[config.mk]
export PLATFORM = sky130hd
export DESIGN_NAME = segmented_register_flat
export DESIGN_NICKNAME = d
export VERILOG_FILES = /design/src/rtl/segmented_register_if.sv /design/src/rtl/segmented_register.sv /design/src/flat_wrapper.sv
export SDC_FILE = /design/constraint.sdc
export NUM_CORES = 1
export LEC_CHECK = 0
export ABC_AREA = 0
export ABC_CLOCK_PERIOD_IN_PS = 4250
export CORE_MARGIN = 4
export CORE_UTILIZATION = 50
export DETAILED_ROUTE_END_ITERATION = 12
export PLACE_DENSITY_LB_ADDON = 0.15
export REMOVE_ABC_BUFFERS = 1
export SYNTH_ARGS = -nofsm -noshare
export SYNTH_HDL_FRONTEND = slang
export SYNTH_SLANG_ARGS = --single-unit
[constraint.sdc]
create_clock -name clk -period 4.25 [get_ports clk]
set_clock_uncertainty 0.1 [all_clocks]
set_input_delay 0.85 -clock clk [delete_from_list [all_inputs] [get_ports clk]]
set_output_delay 0.85 -clock clk [all_outputs]
set_load 0.01 [all_outputs]
[src/rtl/segmented_register_if.sv]
// Bus bundle for segmented_register: parallel load, sequential load, inc/dec controls and status.
// The testbench or datapath drives through master; the register consumes through slave.
interface segmented_register_if #(
    parameter int unsigned WIDTH = 16,
    parameter int unsigned SEGS  = 2
);
    localparam int unsigned SEG_W = WIDTH / SEGS;
    localparam int unsigned SEL_W = (SEGS > 1) ? $clog2(SEGS) : 1;

    logic [SEGS-1:0]       i_load_enable;
    logic [SEGS*SEL_W-1:0] i_load_src_sel;
    logic [WIDTH-1:0]      i_load_data;
    logic                  i_inc;
    logic                  i_dec;
    logic                  i_seq_start;
    logic                  i_seq_valid;
    logic [SEG_W-1:0]      i_seq_data;
    logic [WIDTH-1:0]      o_data;
    logic                  o_seq_busy;
    logic                  o_seq_done;
    logic                  o_wrap;

    modport master (
        output i_load_enable, i_load_src_sel, i_load_data,
        output i_inc, i_dec,
        output i_seq_start, i_seq_valid, i_seq_data,
        input  o_data, o_seq_busy, o_seq_done, o_wrap
    );

    modport slave (
        input  i_load_enable, i_load_src_sel, i_load_data,
        input  i_inc, i_dec,
        input  i_seq_start, i_seq_valid, i_seq_data,
        output o_data, o_seq_busy, o_seq_done, o_wrap
    );
endinterface

[src/rtl/segmented_register.sv]
// N-segment loadable register: per-segment parallel load with source select, LSB-first
// sequential segment loader, and whole-register increment/decrement with a registered wrap flag.
module segmented_register #(
    parameter int unsigned WIDTH = 16,
    parameter int unsigned SEGS  = 2
) (
    input  logic                clk,
    input  logic                rst,
    input  logic                clk_en,
    segmented_register_if.slave bus
);
    localparam int unsigned SEG_W = WIDTH / SEGS;
    localparam int unsigned SEL_W = (SEGS > 1) ? $clog2(SEGS) : 1;

    typedef enum logic {
        ST_IDLE = 1'b0,
        ST_LOAD = 1'b1
    } state_t;

    state_t           r_state;
    state_t           w_state_nxt;
    logic [SEL_W-1:0] r_ptr;
    logic [SEL_W-1:0] w_ptr_nxt;
    logic [WIDTH-1:0] r_data;
    logic [WIDTH-1:0] w_data_nxt;
    logic             r_seq_busy;
    logic             w_seq_busy_nxt;
    logic             r_seq_done;
    logic             w_seq_done_nxt;
    logic             r_wrap;
    logic             w_wrap_nxt;

    logic [WIDTH-1:0] w_par_data;
    logic             w_seq_wr;
    logic             w_any_wr;

    assign w_seq_wr = (r_state == ST_LOAD) && bus.i_seq_valid;
    assign w_any_wr = w_seq_wr || (|bus.i_load_enable);

    // Per-segment source mux; an out-of-range select falls back to the segment's own lane.
    always_comb begin
        w_par_data = bus.i_load_data;
        for (int k = 0; k < int'(SEGS); k++) begin
            for (int j = 0; j < int'(SEGS); j++) begin
                if (bus.i_load_src_sel[k*SEL_W +: SEL_W] == SEL_W'(j)) begin
                    w_par_data[k*SEG_W +: SEG_W] = bus.i_load_data[j*SEG_W +: SEG_W];
                end
            end
        end
    end

    // Next-state: data path, inc/dec and loader FSM.
    always_comb begin
        w_state_nxt    = r_state;
        w_ptr_nxt      = r_ptr;
        w_data_nxt     = r_data;
        w_seq_busy_nxt = r_seq_busy;
        w_seq_done_nxt = 1'b0;
        w_wrap_nxt     = 1'b0;

        for (int k = 0; k < int'(SEGS); k++) begin
            if (bus.i_load_enable[k]) begin
                w_data_nxt[k*SEG_W +: SEG_W] = w_par_data[k*SEG_W +: SEG_W];
            end else if (w_seq_wr && (r_ptr == SEL_W'(k))) begin
                w_data_nxt[k*SEG_W +: SEG_W] = bus.i_seq_data;
            end
        end

        // Any write that cycle takes precedence; inc and dec together cancel.
        if (!w_any_wr && (bus.i_inc ^ bus.i_dec)) begin
            if (bus.i_inc) begin
                w_data_nxt = r_data + WIDTH'(1);
                w_wrap_nxt = &r_data;
            end else begin
                w_data_nxt = r_data - WIDTH'(1);
                w_wrap_nxt = ~|r_data;
            end
        end

        case (r_state)
            ST_IDLE: begin
                if (bus.i_seq_start) begin
                    w_state_nxt    = ST_LOAD;
                    w_ptr_nxt      = '0;
                    w_seq_busy_nxt = 1'b1;
                end
            end
            ST_LOAD: begin
                // A beat advances the pointer even when a parallel load overrides its segment.
                if (bus.i_seq_valid) begin
                    if (r_ptr == SEL_W'(SEGS - 1)) begin
                        w_state_nxt    = ST_IDLE;
                        w_ptr_nxt      = '0;
                        w_seq_busy_nxt = 1'b0;
                        w_seq_done_nxt = 1'b1;
                    end else begin
                        w_ptr_nxt = r_ptr + SEL_W'(1);
                    end
                end
            end
            default: begin
                w_state_nxt    = ST_IDLE;
                w_ptr_nxt      = '0;
                w_seq_busy_nxt = 1'b0;
            end
        endcase
    end

    always_ff @(posedge clk) begin
        if (rst) begin
            r_state    <= ST_IDLE;
            r_ptr      <= '0;
            r_data     <= '0;
            r_seq_busy <= 1'b0;
            r_seq_done <= 1'b0;
            r_wrap     <= 1'b0;
        end else if (clk_en) begin
            r_state    <= w_state_nxt;
            r_ptr      <= w_ptr_nxt;
            r_data     <= w_data_nxt;
            r_seq_busy <= w_seq_busy_nxt;
            r_seq_done <= w_seq_done_nxt;
            r_wrap     <= w_wrap_nxt;
        end
    end

    assign bus.o_data     = r_data;
    assign bus.o_seq_busy = r_seq_busy;
    assign bus.o_seq_done = r_seq_done;
    assign bus.o_wrap     = r_wrap;
endmodule

[src/flat_wrapper.sv]
// flat-port wrapper written by rule: the top's interface ports become plain ports
module segmented_register_flat 
#(
    parameter int unsigned WIDTH = 16,
    parameter int unsigned SEGS  = 2
)
  (clk, rst, clk_en, bus_i_load_enable, bus_i_load_src_sel, bus_i_load_data, bus_i_inc, bus_i_dec, bus_i_seq_start, bus_i_seq_valid, bus_i_seq_data, bus_o_data, bus_o_seq_busy, bus_o_seq_done, bus_o_wrap);
  segmented_register_if #(.WIDTH(WIDTH), .SEGS(SEGS)) bus_i ();
  input  logic clk;
  input  logic rst;
  input  logic clk_en;
  input wire logic [$bits(bus_i.i_load_enable)-1:0] bus_i_load_enable;
  input wire logic [$bits(bus_i.i_load_src_sel)-1:0] bus_i_load_src_sel;
  input wire logic [$bits(bus_i.i_load_data)-1:0] bus_i_load_data;
  input wire logic [$bits(bus_i.i_inc)-1:0] bus_i_inc;
  input wire logic [$bits(bus_i.i_dec)-1:0] bus_i_dec;
  input wire logic [$bits(bus_i.i_seq_start)-1:0] bus_i_seq_start;
  input wire logic [$bits(bus_i.i_seq_valid)-1:0] bus_i_seq_valid;
  input wire logic [$bits(bus_i.i_seq_data)-1:0] bus_i_seq_data;
  output wire logic [$bits(bus_i.o_data)-1:0] bus_o_data;
  output wire logic [$bits(bus_i.o_seq_busy)-1:0] bus_o_seq_busy;
  output wire logic [$bits(bus_i.o_seq_done)-1:0] bus_o_seq_done;
  output wire logic [$bits(bus_i.o_wrap)-1:0] bus_o_wrap;
  assign bus_i.i_load_enable = bus_i_load_enable;
  assign bus_i.i_load_src_sel = bus_i_load_src_sel;
  assign bus_i.i_load_data = bus_i_load_data;
  assign bus_i.i_inc = bus_i_inc;
  assign bus_i.i_dec = bus_i_dec;
  assign bus_i.i_seq_start = bus_i_seq_start;
  assign bus_i.i_seq_valid = bus_i_seq_valid;
  assign bus_i.i_seq_data = bus_i_seq_data;
  assign bus_o_data = bus_i.o_data;
  assign bus_o_seq_busy = bus_i.o_seq_busy;
  assign bus_o_seq_done = bus_i.o_seq_done;
  assign bus_o_wrap = bus_i.o_wrap;
  segmented_register #(.WIDTH(WIDTH), .SEGS(SEGS)) u_core (.clk(clk), .rst(rst), .clk_en(clk_en), .bus(bus_i));
endmodule
==> flow_metrics.env, run 1 <==
export IMPL_multi_input_area_um2=1516
export IMPL_netlist_top_cells_count="nor2_1 (34), a21oi_1 (29), dfxtp_1 (21), nand2_1 (21), o21ai_0 (18)"
export IMPL_final_area_um2=2636
export IMPL_crit_path_max_incr_delay_ps=490
export IMPL_status="completed"
export IMPL_overflow=0
export IMPL_worst_hold_slack_ps=377.7
export IMPL_crit_fanout=14
export IMPL_rr_endpoint="u_core.bus.o_data[14]"
export IMPL_tns_ps=0
export IMPL_crit_arrival_ps=3490
export IMPL_synth_top_cells_by_area="dfxtp_1 (21%), ha_1 (8.6%), mux2i_1 (7.9%)"
export IMPL_hpwlAfterDp_um=5065
export IMPL_dpl_cell_area_um2=2591
export IMPL_setup_viol=0
export IMPL_startpoint_type="input pin"
export IMPL_min_delay_path_depth=2
export IMPL_grt_pass1_vias=2093
export IMPL_die_x_um=71.65
export IMPL_ys_ff_latch=21
export IMPL_die_area_um2=5134
export IMPL_port_buffer_count=53
export IMPL_synth_edf_count=0
export IMPL_cellPowerDensity_nw_per_um2=253.4
export IMPL_fillCellCount=346
export IMPL_path_cells="clkdlybuf4s50_1, inv_1, ha_1, and2b_1, o2111ai_1, a211oi_2, o21ai_1, or4_4, a311oi_2"
export IMPL_peakVddDrop_mv=0.1586
export IMPL_drt_wl_total_um=6413
export IMPL_post_route_min_period_ps=3422
export IMPL_nets=372
export IMPL_num_rows=22
export IMPL_syn_area_um2=2026
export IMPL_htreeDepth=1
export IMPL_hold_viol=0
export IMPL_ys_seq_area_frac=0.2075
export IMPL_tightest_slew_ps=933.6
export IMPL_relSlewSlack=0.3757
export IMPL_antenna_left=0
export IMPL_viasPerCell=6.298
export IMPL_drive_above_1_share=0.04673
export IMPL_wl_per_cell_um=17.38
export IMPL_die_h_um=71.65
export IMPL_ctsHoldBuffers=0
export IMPL_netlist_instances=274
export IMPL_ys_flop_type="dfxtp_1"
export IMPL_clk_latency_ps=260
export IMPL_crit_path_end_kind="flip-flop"
export IMPL_ctsResizeCount=0
export IMPL_postCtsSetupBuffers=0
export IMPL_clkTransAtPathRegs_ps=90
export IMPL_cts_buffer_depth=2
export IMPL_reg2reg_from="u_core.bus.o_data[0]"
export IMPL_rr_worst_depth=8
export IMPL_critical_path_required_ps=4320
export IMPL_cts_tree="built"
export IMPL_synth_top_area_share=0.2075
export IMPL_finalCritPeriodShare=0.8052
export IMPL_numCtsBuffers=3
export IMPL_drc=0
export IMPL_synth_distinct_cells=46
export IMPL_crit_path_top_delay_cell="clkdlybuf4s50_1"
export IMPL_vias=2324
export IMPL_fp_coreArea_um2=3799
export IMPL_grt_usage=0.2461
export IMPL_yosysMostFrequentCell="nor2_1"
export IMPL_drt_initial_drc_count=249
export IMPL_grt_pass1_wl_um=10140
export IMPL_finalMaxSlewViolations=0
export IMPL_fin_total_pwr_mw=0.6680
export IMPL_synthArstFlopShare=0
export IMPL_antenna_cells=0
export IMPL_cts_root_buf="clkbuf_8"
export IMPL_postLayoutCoreUtil=0.6940
export IMPL_seqCellArea_um2=420.4
export IMPL_hold_class="reg -> reg"
export IMPL_syn_area_per_cell_um2=7.393
export IMPL_synth_top_cell_by_area="dfxtp_1"
export IMPL_grt_max_degree=24
export IMPL_gp_congestion=0.9237
export IMPL_criticalPathCategory="in -> reg"
export IMPL_leakage_nw=1.007
export IMPL_rsz0062_at_grt="no"
export IMPL_cap_violations=0
export IMPL_regToRegSetupSlack_ps=1470
export IMPL_syn_to_final_growth_pct=30.14
export IMPL_hp_start="u_core.bus.o_wrap"
export IMPL_firstDrtPassIters=8
export IMPL_fmax_ghz=0.2922
export IMPL_holdPathEnd="u_core.bus.o_wrap"
export IMPL_yosysWarnings=0
export IMPL_antenna_found_initial=0
export IMPL_start_util=0.5333
export IMPL_cts_sinks=21
export IMPL_io_pins=54
-- report_power, final --
part,internal [mW],total [mW],switching [mW],leakage (nW)
logic,0.137,0.291,0.154,0.811
clock network,0.0670,0.142,0.0747,0.0228
registers,0.212,0.235,0.0232,0.173
-- metrics by stage --
stage	setup WS, ps	std cells
finish	827.8	369
CTS	832.9	369
global placement	593.1	365
detailed placement	559.1	365
floorplan	1041	259
global route	638.4	369
-- cell families after synthesis --
group / Yosys count / share of synthesized area
AND/OR/NAND/NOR: 100 / 0.2360
AO/OA/AOI/OAI: 88 / 0.2792
buffers and inverters: 22 / 0.04632
flip-flops: 21 / 0.2075
multiplexers: 19 / 0.09574
adder cells (fa/ha/maj): 15 / 0.09636
XOR/XNOR: 9 / 0.03892
-- registers in the layout, indices dropped and copies added (netlist names) --
signal and flops:
u_core.bus.o_data 16, u_core.bus.o_seq_done 1, u_core.r_state 1, u_core.bus.o_seq_busy 1, u_core.bus.o_wrap 1, u_core.r_ptr 1
-- critical path: cells and delay by family --
kind,cells,cell delay (ps)
compound gates,4,810
buf+inv,2,740
fa+ha+maj,1,440
simple gates,2,660
-- cell type report --
cell class,instances,area share
Tap cell,48,0.02278
Inverter,7,0.009967
Clock buffer,4,0.01709
Timing Repair Buffer,58,0.2155
Sequential cell,21,0.1595
Multi-Input combinational cell,231,0.5752
-- worst max path at each step --
stage	start	endpoint	slack (ps)	depth (start not counted)
after floorplan	bus_i_seq_valid	u_core.bus.o_data[3]	1040	6
after global placement	bus_i_inc	u_core.bus.o_data[14]	590	9
after detailed placement	bus_i_inc	u_core.bus.o_data[14]	560	9
after CTS	bus_i_inc	u_core.bus.o_data[14]	830	9
after global routing	bus_i_inc	u_core.bus.o_data[14]	640	9
final	bus_i_inc	u_core.bus.o_data[14]	830	9
-- layout by cell type, fill, tap and decap left out, types with 5 or more instances in the layout --
| master | n |
|---|---|
| nand3_1 | 7 |
| nor4_1 | 6 |
| o211ai_1 | 6 |
| a311oi_1 | 5 |
| o21ai_0 | 18 |
| buf_4 | 5 |
| ha_1 | 14 |
| a211oi_1 | 7 |
| clkdlybuf4s50_1 | 53 |
| nand2_1 | 21 |
| nor2_1 | 34 |
| dfxtp_1 | 21 |
| a21oi_1 | 29 |
| mux2i_1 | 16 |
| nand4_1 | 8 |
| xnor2_1 | 7 |
| inv_1 | 7 |
| nor3_1 | 9 |
-- layer usage --
layer | up-vias | part of all wire | GRT usage
li1 | 1136 | - | -
met3 | 14 | 0.085 | 0.07293
met2 | 114 | 0.47 | 0.4122
met5 | - | 0 | 0
met4 | 0 | 0.016 | 0.04593
met1 | 1060 | 0.43 | 0.3142
(Power assumes the default switching activity.)
==> run 2, diff against run 1 <==
ABC_CLOCK_PERIOD_IN_PS = 3100   (was 4250)
CORE_UTILIZATION = 44   (was 50)
clock period = 3.1 ns   (was 4.25 ns; I/O delays follow)
==> run 2 against run 1 <==
  * Die area is 12% higher
  * Largest power group unchanged
  * Global-route usage is 0.42 points lower
  * Via count is 0.99% higher
  * Count of clock-buffer cells in the layout is 1 lower
  * Core utilization is 4.3 points lower
  * Critical path depth stayed put
  * Sequential cell count stayed put
  * Power is 46% higher
  * Worst setup slack worse by 690 ps
  * Sequential share of layout area is 1.3 points lower
  * Sequential power is 37% higher
  * Non-clock buffer count is 29 higher
==> flow_metrics.env, run 2 (synthesis results as in run 1) <==
export IMPL_clk_latency_ps=270
export IMPL_final_area_um2=2875
export IMPL_tightest_slew_ps=522.1
export IMPL_power_frac_clock=0.207
export IMPL_gp_congestion=0.9970
export IMPL_die_x_um=75.85
export IMPL_rsz0062_at_grt="no"
export IMPL_clkTransAtPathRegs_ps=90
export IMPL_startpoint_type="input pin"
export IMPL_worst_hold_slack_ps=378.7
export IMPL_reg2reg_from="u_core.bus.o_data[0]"
export IMPL_status="completed"
export IMPL_ctsResizeCount=0
export IMPL_finalCritPeriodShare=0.9552
export IMPL_fillCellCount=422
export IMPL_die_h_um=75.85
export IMPL_hpwlAfterDp_um=5411
export IMPL_crit_arrival_ps=3050
export IMPL_fin_total_pwr_mw=0.9777
export IMPL_antenna_cells=0
export IMPL_postCtsSetupBuffers=0
export IMPL_dp_slack_ps=-169.1
export IMPL_fp_coreArea_um2=4414
export IMPL_grt_usage=0.2419
export IMPL_critical_path_required_ps=3190
export IMPL_finalWorstSetupSlack_ps=138.8
export IMPL_p_int_mw=0.6160
export IMPL_viasPerCell=5.838
export IMPL_syn_to_final_growth_pct=41.94
export IMPL_num_rows=24
export IMPL_ctsHoldBuffers=0
export IMPL_firstDrtPassIters=4
export IMPL_antenna_found_initial=0
export IMPL_final_cells=402
export IMPL_post_route_min_period_ps=2961
export IMPL_wl_per_cell_um=16.62
export IMPL_finalMaxSlewViolations=0
export IMPL_nets=401
export IMPL_layout_commonest_cell="clkdlybuf4s50_1"
export IMPL_numCtsBuffers=3
export IMPL_relSlewSlack=0.6508
export IMPL_hold_viol=0
export IMPL_peakVddDrop_mv=0.1464
export IMPL_cts_tree="built"
export IMPL_seqPwrFrac=0.329
export IMPL_criticalPathCategory="in -> reg"
export IMPL_switching_share=0.3700
export IMPL_grt_pass1_wl_um=10690
export IMPL_grt_max_degree=24
export IMPL_cts_sinks=21
export IMPL_vias=2347
export IMPL_rr_worst_depth=8
export IMPL_dpl_cell_count=398
export IMPL_mostFrequentLayoutCells="clkdlybuf4s50_1 (53), nor2_1 (34), buf_4 (34)"
export IMPL_start_util=0.4589
export IMPL_htreeDepth=1
export IMPL_cts_root_buf="clkbuf_8"
export IMPL_cp_startpoint="bus_i_inc"
export IMPL_antenna_left=0
export IMPL_die_area_um2=5753
export IMPL_crit_path_end="u_core.bus.o_data[14]"
export IMPL_dpl_cell_area_um2=2814
export IMPL_comb_power_share=0.464
export IMPL_drt_wl_total_um=6680
export IMPL_drt_initial_drc_count=176
export IMPL_cap_violations=0
export IMPL_io_pins=54
export IMPL_drc=0
export IMPL_leakage_nw=1.141
export IMPL_power_net_switching_mw=0.3617
export IMPL_setup_viol=0
export IMPL_crit_path_end_kind="flip-flop"
export IMPL_grt_pass1_vias=2236
export IMPL_overflow=0
export IMPL_rr_endpoint="u_core.bus.o_data[14]"
export IMPL_regToRegSetupSlack_ps=370
export IMPL_cts_buffer_depth=2
export IMPL_largest_reg_flops=16
export IMPL_drive_above_1_share=0.1343
export IMPL_crit_fanout=6
export IMPL_port_buffer_count=53
export IMPL_cellPowerDensity_nw_per_um2=340.0
export IMPL_fmax_ghz=0.3377
export IMPL_hold_class="reg -> reg"
-- run 2: cell type report --
class	instances	area [um^2]	share of cell area
inverters	7	26.28	0.009138
repair buffers	87	785.8	0.2733
multi-input cells	231	1529	0.5318
clock inverters	1	7.507	0.002611
clock buffers	3	41.29	0.01436
flip-flops and latches	21	420.4	0.1462
well taps	52	65.06	0.02263
-- run 2: worst min path at each step --
stage                     startpoint               endpoint  depth (start not counted)
2_1_floorplan      u_core.bus.o_wrap      u_core.bus.o_wrap                          2
3_3_place_gp       u_core.bus.o_wrap      u_core.bus.o_wrap                          2
3_5_place_dp       u_core.bus.o_wrap      u_core.bus.o_wrap                          2
4_1_cts            u_core.bus.o_wrap      u_core.bus.o_wrap                          2
5_1_grt        u_core.bus.o_seq_done  u_core.bus.o_seq_done                          2
6_report           u_core.bus.o_wrap      u_core.bus.o_wrap                          2
-- run 2: power by group through the flow --
stage / registers (mW) / logic, mW / clock network (mW)
CTS: 0.320 / 0.448 / 0.201
global placement: 0.326 / 0.442 / 0
finish: 0.322 / 0.454 / 0.202
detailed placement: 0.326 / 0.446 / 0
global route: 0.325 / 0.499 / 0.211
floorplan: 0.327 / 0.220 / 0
-- run 2: critical path, cell delays in order --
cell and delay [ps]:
clkdlybuf4s50_1 550, inv_2 110, ha_1 320, and2b_1 150, o2111ai_1 190, a211oi_2 260
o21ai_1 140, or4_4 490, a311oi_2 230
-- run 2: per-layer routing --
metal / share of wire / vias up / track usage
met4: 0.0060 / 0 / 0.05243
met1: 0.46 / 1078 / 0.3224
li1: - / 1189 / -
met5: 0 / - / 0
met2: 0.47 / 74 / 0.4097
met3: 0.063 / 6 / 0.03694
-- run 2: per-stage QoR --
step | setup TNS [ps] | utilization
after floorplan | 0 | -
after global placement | -297.3 | 0.6375
after detailed placement | -575.7 | 0.6375
after CTS | 0 | 0.6485
after global routing | 0 | 0.6514
final | 0 | 0.6514
